### src/rtl/cjb_bus_arb2_v.sv
`default_nettype none
// ============================================================================
// Module   : cjb_bus_arb2_v
// Purpose  : Two-requester round-robin arbiter with bounded burst ownership,
//            feeding a single-entry registered valid/ready output stage.
// Revision : 1.0 - initial release
// ============================================================================
module cjb_bus_arb2_v #(
  parameter int N     = 8,  // data width
  parameter int BURST = 4   // max consecutive beats per owner (>= 1)
) (
  input  logic         clk,
  input  logic         rst,
  input  logic         req0,
  input  logic [N-1:0] d0,
  input  logic         req1,
  input  logic [N-1:0] d1,
  input  logic         out_ready,
  output logic         gnt0,
  output logic         gnt1,
  output logic         out_valid,
  output logic [N-1:0] out_data,
  output logic         out_src
);

  localparam int            CW      = $clog2(BURST + 1);
  localparam logic [CW-1:0] c_BURST = CW'(BURST);
  localparam logic [CW-1:0] c_ONE   = CW'(1);

  typedef enum logic [1:0] {
    S_IDLE = 2'd0,
    S_OWN0 = 2'd1,
    S_OWN1 = 2'd2
  } state_t;

  state_t        r_state;
  state_t        w_state_nxt;
  logic          r_pri;
  logic          w_pri_nxt;
  logic [CW-1:0] r_cnt;
  logic [CW-1:0] w_cnt_nxt;

  logic          r_out_valid;
  logic [N-1:0]  r_out_data;
  logic          r_out_src;

  logic          w_space;
  logic          w_arb;
  logic          w_pri_eff;
  logic          w_gnt0;
  logic          w_gnt1;
  logic [N-1:0]  w_mux;

  // Grant decision: continue an ownership or re-arbitrate in the same cycle
  always_comb begin
    w_space     = !r_out_valid || out_ready;
    w_gnt0      = 1'b0;
    w_gnt1      = 1'b0;
    w_state_nxt = r_state;
    w_pri_nxt   = r_pri;
    w_cnt_nxt   = r_cnt;
    w_arb       = 1'b0;
    w_pri_eff   = r_pri;

    // With no output space everything is frozen, including ownership.
    if (!rst && w_space) begin
      case (r_state)
        S_OWN0: begin
          if (req0 && (r_cnt < c_BURST)) begin
            w_gnt0    = 1'b1;
            w_cnt_nxt = r_cnt + c_ONE;
          end else begin
            // Release (dropped request or burst exhausted): other side first.
            w_arb     = 1'b1;
            w_pri_eff = 1'b1;
          end
        end
        S_OWN1: begin
          if (req1 && (r_cnt < c_BURST)) begin
            w_gnt1    = 1'b1;
            w_cnt_nxt = r_cnt + c_ONE;
          end else begin
            w_arb     = 1'b1;
            w_pri_eff = 1'b0;
          end
        end
        default: w_arb = 1'b1;
      endcase

      if (w_arb) begin
        w_state_nxt = S_IDLE;
        w_pri_nxt   = w_pri_eff;
        w_cnt_nxt   = '0;
        if (req0 && req1) begin
          w_gnt0 = !w_pri_eff;
          w_gnt1 = w_pri_eff;
        end else begin
          w_gnt0 = req0;
          w_gnt1 = req1;
        end
        if (w_gnt0 || w_gnt1) begin
          w_cnt_nxt = c_ONE;
          if (BURST > 1) begin
            w_state_nxt = w_gnt1 ? S_OWN1 : S_OWN0;
          end else begin
            // Single-beat bursts never hold ownership; rotate immediately.
            w_pri_nxt = !w_gnt1;
          end
        end
      end
    end
  end

  // Arbiter state, priority pointer and beat counter
  always_ff @(posedge clk) begin
    if (rst) begin
      r_state <= S_IDLE;
      r_pri   <= 1'b0;
      r_cnt   <= '0;
    end else begin
      r_state <= w_state_nxt;
      r_pri   <= w_pri_nxt;
      r_cnt   <= w_cnt_nxt;
    end
  end

  assign w_mux = w_gnt1 ? d1 : d0;

  // Output stage: a grant loads (even over a departing word), otherwise drain
  always_ff @(posedge clk) begin
    if (rst) begin
      r_out_valid <= 1'b0;
      r_out_data  <= '0;
      r_out_src   <= 1'b0;
    end else if (w_gnt0 || w_gnt1) begin
      r_out_valid <= 1'b1;
      r_out_data  <= w_mux;
      r_out_src   <= w_gnt1;
    end else if (out_ready) begin
      r_out_valid <= 1'b0;
    end
  end

  assign gnt0      = w_gnt0;
  assign gnt1      = w_gnt1;
  assign out_valid = r_out_valid;
  assign out_data  = r_out_data;
  assign out_src   = r_out_src;

endmodule
`default_nettype wire

### config.mk
export PLATFORM = sky130hd
export DESIGN_NAME = cjb_bus_arb2_v
export DESIGN_NICKNAME = d
export VERILOG_FILES = /design/src/rtl/cjb_bus_arb2_v.sv
export SDC_FILE = /design/constraint.sdc
export NUM_CORES = 1
export LEC_CHECK = 0
export BUFFER_PORTS_ARGS = -buffer_cell sky130_fd_sc_hd__buf_4
export CORE_MARGIN = 4
export CORE_UTILIZATION = 53
export DETAILED_ROUTE_END_ITERATION = 8
export PLACE_DENSITY = 0.83
export SYNTH_ARGS = -nofsm -noshare
export SYNTH_HDL_FRONTEND = slang
export SYNTH_SLANG_ARGS = --single-unit
export TNS_END_PERCENT = 10
### constraint.sdc
create_clock -name clk -period 3.5 [get_ports clk]
set_input_delay 0.525 -clock clk [delete_from_list [all_inputs] [get_ports clk]]
set_output_delay 0.525 -clock clk [all_outputs]
set_load 0.01 [all_outputs]
---- Word-level counts from Yosys, hierarchy flattened ----
Cells that the tools add are included.
word-level totals
  bits in registers ....................... 16
  bits in latches ......................... 0
  memory bits (writable) .................. 0
  bits in read-only memories .............. 0
  input bits .............................. 21
  output and inout port bits .............. 12
  word-level logic and storage cells ...... 58
  memories ................................ 0
operators by class
  add/subtract/negate cells ............... 1
  multipliers ............................. 0
  divide/modulo/power cells ............... 0
  order comparisons ....................... 1
  equal/unequal tests ..................... 4
  shift operators ......................... 0
  mux-type cells .......................... 32
  bitwise gates (word level) .............. 0
  reduce and logical (&&, ||, !) cells .... 14
operator list
  kind                                                  number
  two-way mux 1 bit                                     23
  two-way mux 3 bit                                     3
  two-way mux 8 bit                                     1
  != test 3 bit (second input constant)                 2
  one-hot mux 3 bit (2 select lines)                    1
  logical AND 1 bit                                     4
  two-way mux 2 bit                                     2
  one-hot mux 1 bit (2 select lines)                    2
  AND reduction 4 bit                                   1
  adder 3 x 1 -> 3 bit (second input constant)          1
  logical NOT 1 bit                                     3
  logical OR 1 bit                                      3
  less-than comparator 3 bit (second input constant)    1
  nonzero test 3 bit                                    1
  equality test 2 x 1 -> 1 bit (second input constant)  1
  equality test 2 bit (second input constant)           1
  AND reduction 2 bit                                   1
  nonzero test 2 bit                                    1

---- Logic depth before layout (Yosys ltp) ----
Gate-level depths: netlist of run 1.
  depth after elaboration ................. 13
  mapped depth ............................ 9
  gate-level depth less buffers ........... 7

---- Least setup slack after synthesis of run 1 ----
No wires, ideal clock.
  path kind ............................... reg2out
  start ................................... register r_state[0]
  end ..................................... output gnt1
  data arrival time ....................... 1.791 ns
  path slack .............................. 1.184 ns
  cell stages (with the launch flop) ...... 9
  buffers on the path ..................... 2
  cell sequence ........................... dfxtp_1 > inv_1 > ha_1 > buf_2 > nor2_1 > nand3_1 > a21o_1 > buf_2 > nor2_1
on the way
  word-level cells in the longest chain between the ends .. 8
  elaborated cells on any way between the ends .. 12
  those cells by class .................... eq/ne (2); mux (10)
ends and longest elaborated chain
  what                                                                        line  RTL
  from (decl)                                                                 36    state_t r_state;
  from (signal assigned)                                                      121   r_state <= w_state_nxt;
  equality test 2 bit / equality test 2 x 1 -> 1 bit (equally long branches)  67    case (r_state)
  one-hot mux 1 bit (2 select lines)                                          67
  two-way mux 1 bit                                                           66    if (!rst && w_space) begin
  two-way mux 1 bit                                                           94    if (req0 && req1) begin
  two-way mux 1 bit                                                           90    if (w_arb) begin
  two-way mux 1 bit                                                           66
  two-way mux 1 bit *                                                         90
  two-way mux 1 bit *                                                         66
  to (decl)                                                                   20    output logic gnt1,
Every way passes the cells marked *; elsewhere a longest branch is shown, timed or not. The select of a mux whose other input is x is not followed.

---- Final worst setup path of run 1 ----
Ends and elaborated chain as after synthesis.

==> impl_results.md, run 1 <==
* Status: finished clean
* Buffers on Ports at 32
* Leading area contributor after synthesis: dfxtp_1
* Pre-CTS WS at 0.6937 ns
* Worst-case reg-to-reg path depth at 7
* Post-cts gate resize count at 0
* Postcts setup bufs at 0
* Die area at 2748 sq um
* CTS Hold Bufs at 0
* EDFF count, synth at 0
* Final Hold Fails at 0
* Buffer depth of the longest clock path at 2
* Filler Cell Count at 162
* WL/cell at 15.84 microns
* Post-synthesis average cell area at 8.172 sq um
* Most common library cell in the layout ignoring fill and taps: buf_4
* P&R area growth vs syn at 25.72%
* RSZ-0062 raised after global routing: false
* Post-Synth Adder-Cell Area at 3.589%
* Slew margin rel. at 29.75%
* Max-slew violations at 0
* Hold WC Path Type: flip-flop to flip-flop
* Routed wire length at 2851 microns
* DP HPWL at 2096 microns
* Synth Area in Simple Gates at 24.04%
* Share of flip-flops with an asynchronous set or reset at 0%
* Compound-Gate Fraction of Synth Area at 35.53%
* Synth Cell Area at 1046 sq um
* Drt first pass iters at 4
* Slew @ Worst Pin at 1.046 ns
* Reg2Reg Setup Slack at 0.92 ns
* Vias/cell at 6.289
* Reg2reg end: out_data[2]
* GP Congestion at 0.7720
* Final WS setup at 0.3356 ns
* Via count at 1132
* Antenna Cells at 0
* YS warnings at 0
* Layout cells sized above 1 at 27.74%
* Achievable Freq at 0.3160 GHz
* Number of H-tree levels at 1
* Critical Path End Type: output port
* Hold_sp: r_state[0]
* Initial core utilization at 58.06%
* #FFs+latches synth at 16
* Rows at 15
* Final setup viols at 0
* Crit path kind: flip-flop to output port
* Root Buffer: clkbuf_4
* Critical Path AT at 2.64 ns
* Setup TNS at 0 ns
* Die height at 52.43 microns
* TritonCTS Buffers at 3
* Initial antenna violation count at 0
* DR DRC count at 0
* Die X-Extent at 52.43 microns
* Leak at 0.5377 nW
* Unique masters post-synth at 34
* Vias in the first global route at 1068
* Post-synthesis mux area share at 0%
* Ys flop type: dfxtp_1
* Post-DRT Antenna Nets at 0
* GRT Total Usage at 22.53%
* RR Startpoint: r_state[0]
* Critical Path RT at 2.97 ns
* Hold endpoint: r_state[0]
* Total grt overflow at 0
* Startpoint types: flip-flop
* IR drop worst, VDD at 0.3678 mV
* Largest net degree at the start of global routing at 19
* # IOs at 33
* Layout Nets at 180
* DR iter-0 viols at 26
* Final Cycle Share at 90.41%
* Post-Synthesis Cells at 128
* Sink Count at 16
* First-pass GRT wire length at 4643 microns
* PwrDens at 430.9 nW/um^2
* Largest family of logic cells by synthesized area: compound AO/OA/AOI/OAI gates
* Commonest non-fill, non-tap cells in the layout: buf_4 (34), dfxtp_1 (16), o21ai_0 (11)
* Synth top area share at 30.62%
* Register area share after synthesis at 30.62%
* Clk_skew at 0.001917 ns
* Post-Synth XOR/XNOR Area at 0%
* CTS tree: yes
* Final worst path period need at 3.164 ns
* Ranking of synthesized cells by area: dfxtp_1 (31%), a311oi_1 (6.7%), a211oi_1 (6.5%), a31oi_1 (6.0%), o21ai_0 (5.3%)
* Max-cap violations at 0
* Core Footprint at 1802 sq um
* Clk_lat worst skew at 0.30 ns
* Clk slew on worst S/H paths at 0.11 ns
* CP Max Fanout at 12
* WHS Path Cells at 2
* Syn nets at 152
-- Yosys cell counts (3+ instances only) --
| master | number |
|---|---|
| clkbuf_1 | 3 |
| a31oi_1 | 10 |
| a21oi_1 | 7 |
| o21ai_0 | 11 |
| nor2b_1 | 3 |
| a311oi_1 | 8 |
| or3_1 | 3 |
| a211oi_1 | 9 |
| nand2_1 | 7 |
| nor2_1 | 6 |
| buf_2 | 7 |
| nand2b_1 | 3 |
| and3_1 | 8 |
| dfxtp_1 | 16 |
| ha_1 | 3 |
| inv_1 | 3 |
-- flip-flops by register name (all words and copies together), names as in the netlist --
name	cells
out_src	1
r_state	2
r_cnt	3
out_valid	1
r_pri	1
out_data	8
-- per-stage QoR --
step                instances  power [mW]  utilization (%)  area, sq um  hold slack (ns)
global placement          176      0.4314            70.97         1279           0.4611
CTS                       180      0.5662            72.99         1315           0.4896
detailed placement        176      0.4371            70.97         1279           0.4745
global route              180      0.6005            72.99         1315           0.5085
finish                    180      0.5667            72.99         1315           0.4938
floorplan                 128      0.3602                -         1046           0.4447
-- layer usage --
layer	vias up	track usage, %	part of all wire (%)
met1	541	27.29	45
met2	35	38.22	48
li1	548	-	-
met4	0	8.511	2.0
met3	8	5.128	5.1
met5	-	0	0
-- where the power goes --
part           internal, mW  switching [mW]
Combinational        0.0999           0.113
Clock                0.0635          0.0683
Sequential            0.208          0.0145
Total                 0.371           0.195
-- logic make-up after synthesis --
logic type	count (synthesis)
AO/OA/AOI/OAI	55
AND/OR/NAND/NOR	40
flip-flops	16
buffers and inverters	14
adder cells (fa/ha/maj)	3
-- final cells by class --
class / instances / area, sq um / share of cell area, %
multi-input cells: 98 / 660.6 / 50.24
well taps: 25 / 31.28 / 2.379
flip-flops and latches: 16 / 320.3 / 24.36
repair buffers: 34 / 255.2 / 19.41
clock buffers: 4 / 36.28 / 2.759
inverters: 3 / 11.26 / 0.8563
-- how the worst max path moves through the flow --
| stage | start | endpoint | slack (ns) | depth (start not counted) |
|---|---|---|---|---|
| after detailed placement | r_state[0] | gnt1 | 0.69 | 8 |
| after CTS | r_state[0] | gnt1 | 0.36 | 8 |
| final | r_state[0] | gnt1 | 0.34 | 8 |
| after floorplan | r_state[0] | gnt1 | 1.18 | 8 |
| after global routing | r_state[0] | gnt1 | 0.18 | 8 |
| after global placement | r_state[0] | gnt1 | 0.82 | 8 |
-- critical path: stages (launching register included) --
cell and delay (ns):
dfxtp_1 0.37, inv_1 0.05, ha_1 0.44, or3_1 0.41
o311ai_0 0.14, a21o_1 0.32, a21o_1 0.37, nor2_1 0.08
buf_4 0.15
Note: power is estimated with default switching activity, not from simulation.
==> run 2: changes to the inputs <==
==> constraint.sdc (replaced) <==
create_clock -name clk -period 4 [get_ports clk]
set_input_delay 0.6 -clock clk [delete_from_list [all_inputs] [get_ports clk]]
set_output_delay 0.6 -clock clk [all_outputs]
set_load 0.01 [all_outputs]
==> run 2 against run 1 <==
Sequential share of layout area unchanged. Power decreased by 13%. Worst hold slack got worse by 0.0033 ns. Non-clock buffer count unchanged. Via count about the same. Sequential power decreased by 12%. Setup slack improved by 0.45 ns. First-iteration DRC count increased by 77%. Die area unchanged. Clock power decreased by 15%. Largest cell class unchanged.
==> impl_results.md, run 2 (synthesis results as in run 1) <==
* Layout Nets at 180 (unchanged)
* Achievable Freq at 0.3110 GHz
* Worst-case reg-to-reg path depth at 7 (unchanged)
* Hold WC Path Type: flip-flop to flip-flop
* GP Congestion at 0.7675 (-0.58%)
* RR Startpoint: r_state[0]
* TritonCTS Buffers at 3 (unchanged)
* Final Hold Fails at 0 (unchanged)
* Status: finished clean
* Final setup viols at 0 (unchanged)
* DR DRC count at 0 (unchanged)
* Die X-Extent at 52.43 microns (unchanged)
* Final WS setup at 0.7845 ns (+0.4490 ns)
* Clk_lat worst skew at 0.29 ns (about the same)
* Max-slew violations at 0 (unchanged)
* Pre-CTS WS at 1.147 ns (+0.4529 ns)
* Die area at 2748 sq um (unchanged)
* Final instance area at 1315 sq um (unchanged)
* GRT Total Usage at 22.38% (-0.15 points)
* Via count at 1133 (+0.088%)
* Sink Count at 16 (unchanged)
* Root Buffer: clkbuf_4
* Placed Area at 1279 sq um (unchanged)
* CTS Hold Bufs at 0 (unchanged)
* Commonest non-fill, non-tap cells in the layout: buf_4 (34), dfxtp_1 (16), o21ai_0 (11)
* Vias/cell at 6.294 (about the same)
* Filler Cell Count at 150 (-7.4%)
* Final Util at 72.99% (unchanged)
* Antenna Cells at 0 (unchanged)
* Total grt overflow at 0 (unchanged)
* Routed wire length at 2856 microns (+0.18%)
* Leak at 0.5388 nW (+0.20%)
* Slew margin rel. at 53.20% (+23 points)
* IR drop worst, VDD at 0.3127 mV (-15%)
* First-pass GRT wire length at 4609 microns (-0.73%)
* Final Cycle Share at 80.39%
* Buffers on Ports at 32 (unchanged)
* Pwr Total at 0.4927 mW (-13%)
* CTS tree: yes
* Critical path endpoint: gnt1
* Final worst path period need at 3.215 ns
* Most common library cell in the layout ignoring fill and taps: buf_4
* Critical Path RT at 3.40 ns (+0.43 ns)
* # IOs at 33 (unchanged)
* Buffer depth of the longest clock path at 2 (unchanged)
* Die height at 52.43 microns (unchanged)
* Vias in the first global route at 1013 (-5.1%)
* WL/cell at 15.87 microns (+0.18%)
* PwrDens at 374.7 nW/um^2 (-13%)
* Postcts setup bufs at 0 (unchanged)
* DR iter-0 viols at 46 (+77%)
* RSZ-0062 raised after global routing: false
* Clk slew on worst S/H paths at 0.11 ns (about the same)
* Drt first pass iters at 4 (unchanged)
* Critical Path End Type: output port
* Number of H-tree levels at 1 (unchanged)
* Crit path kind: flip-flop to output port
* P&R area growth vs syn at 25.72% (unchanged)
* Largest net degree at the start of global routing at 19 (unchanged)
* Crit path launch: r_state[0]
* Reg2reg end: out_data[2]
* Critical Path AT at 2.62 ns (-0.02 ns)
* Core Footprint at 1802 sq um (unchanged)
* Initial core utilization at 58.06% (unchanged)
* Clk_skew at 0.003751 ns (+0.001834 ns)
* Rows at 15 (unchanged)
* Post-cts gate resize count at 0 (unchanged)
* Final hold slack at 0.4905 ns (-0.003292 ns)
* Setup TNS at 0 ns (unchanged)
* Inst Count DP at 176 (unchanged)
* Startpoint types: flip-flop
* CP Max Fanout at 12 (unchanged)
* Post-DRT Antenna Nets at 0 (unchanged)
* Layout cells sized above 1 at 27.74% (unchanged)
* Max reg flops at 8 (unchanged)
* Post-Layout Cell Count at 180 (unchanged)
* Slew @ Worst Pin at 0.6973 ns (-0.3484 ns)
* Initial antenna violation count at 0 (unchanged)
* Reg2Reg Setup Slack at 1.40 ns (+0.48 ns)
* Max-cap violations at 0 (unchanged)
[run 2: cell counts in the layout (fill, tap and decap cells not counted)]
Identical to the previous run, type by type.
[run 2: power breakdown]
part,switching (mW),internal [mW],leakage [nW]
Sequential,0.0130,0.182,0.131
Clock,0.0567,0.0554,0.0210
Combinational,0.0992,0.0864,0.386
[run 2: layer usage]
layer	share of wire (%)	global-route usage (%)	up-vias	wire, microns
met4	2.0	7.234	0	56
met5	0	0	-	0
met1	43	29.81	513	1220
met2	48	36.36	57	1361
li1	-	-	553	-
met3	7.6	3.704	10	217
[run 2: final cells by class]
class / count / area (sq um) / share of cell area (%)
sequential: 16 / 320.3 / 24.36
multi-input combinational: 98 / 660.6 / 50.24
tap: 25 / 31.28 / 2.379
inverter: 3 / 11.26 / 0.8563
clock buffer: 4 / 36.28 / 2.759
timing repair buffer: 34 / 255.2 / 19.41
[run 2: worst min path at each step]
stage	slack [ns]	depth (start not counted)	end	start
floorplan	0.44	2	r_pri	r_pri
global placement	0.46	2	r_state[0]	r_state[0]
detailed placement	0.47	2	r_state[0]	r_state[0]
CTS	0.49	2	r_state[0]	r_state[0]
global route	0.51	2	r_pri	r_pri
finish	0.49	2	r_state[0]	r_state[0]
[run 2: critical path: stages (launching register included)]
cell	delay (ns)
dfxtp_1	0.37
inv_1	0.07
ha_1	0.46
or3_1	0.41
o311ai_0	0.13
a21o_1	0.31
a21o_1	0.36
nor2_1	0.07
buf_4	0.15
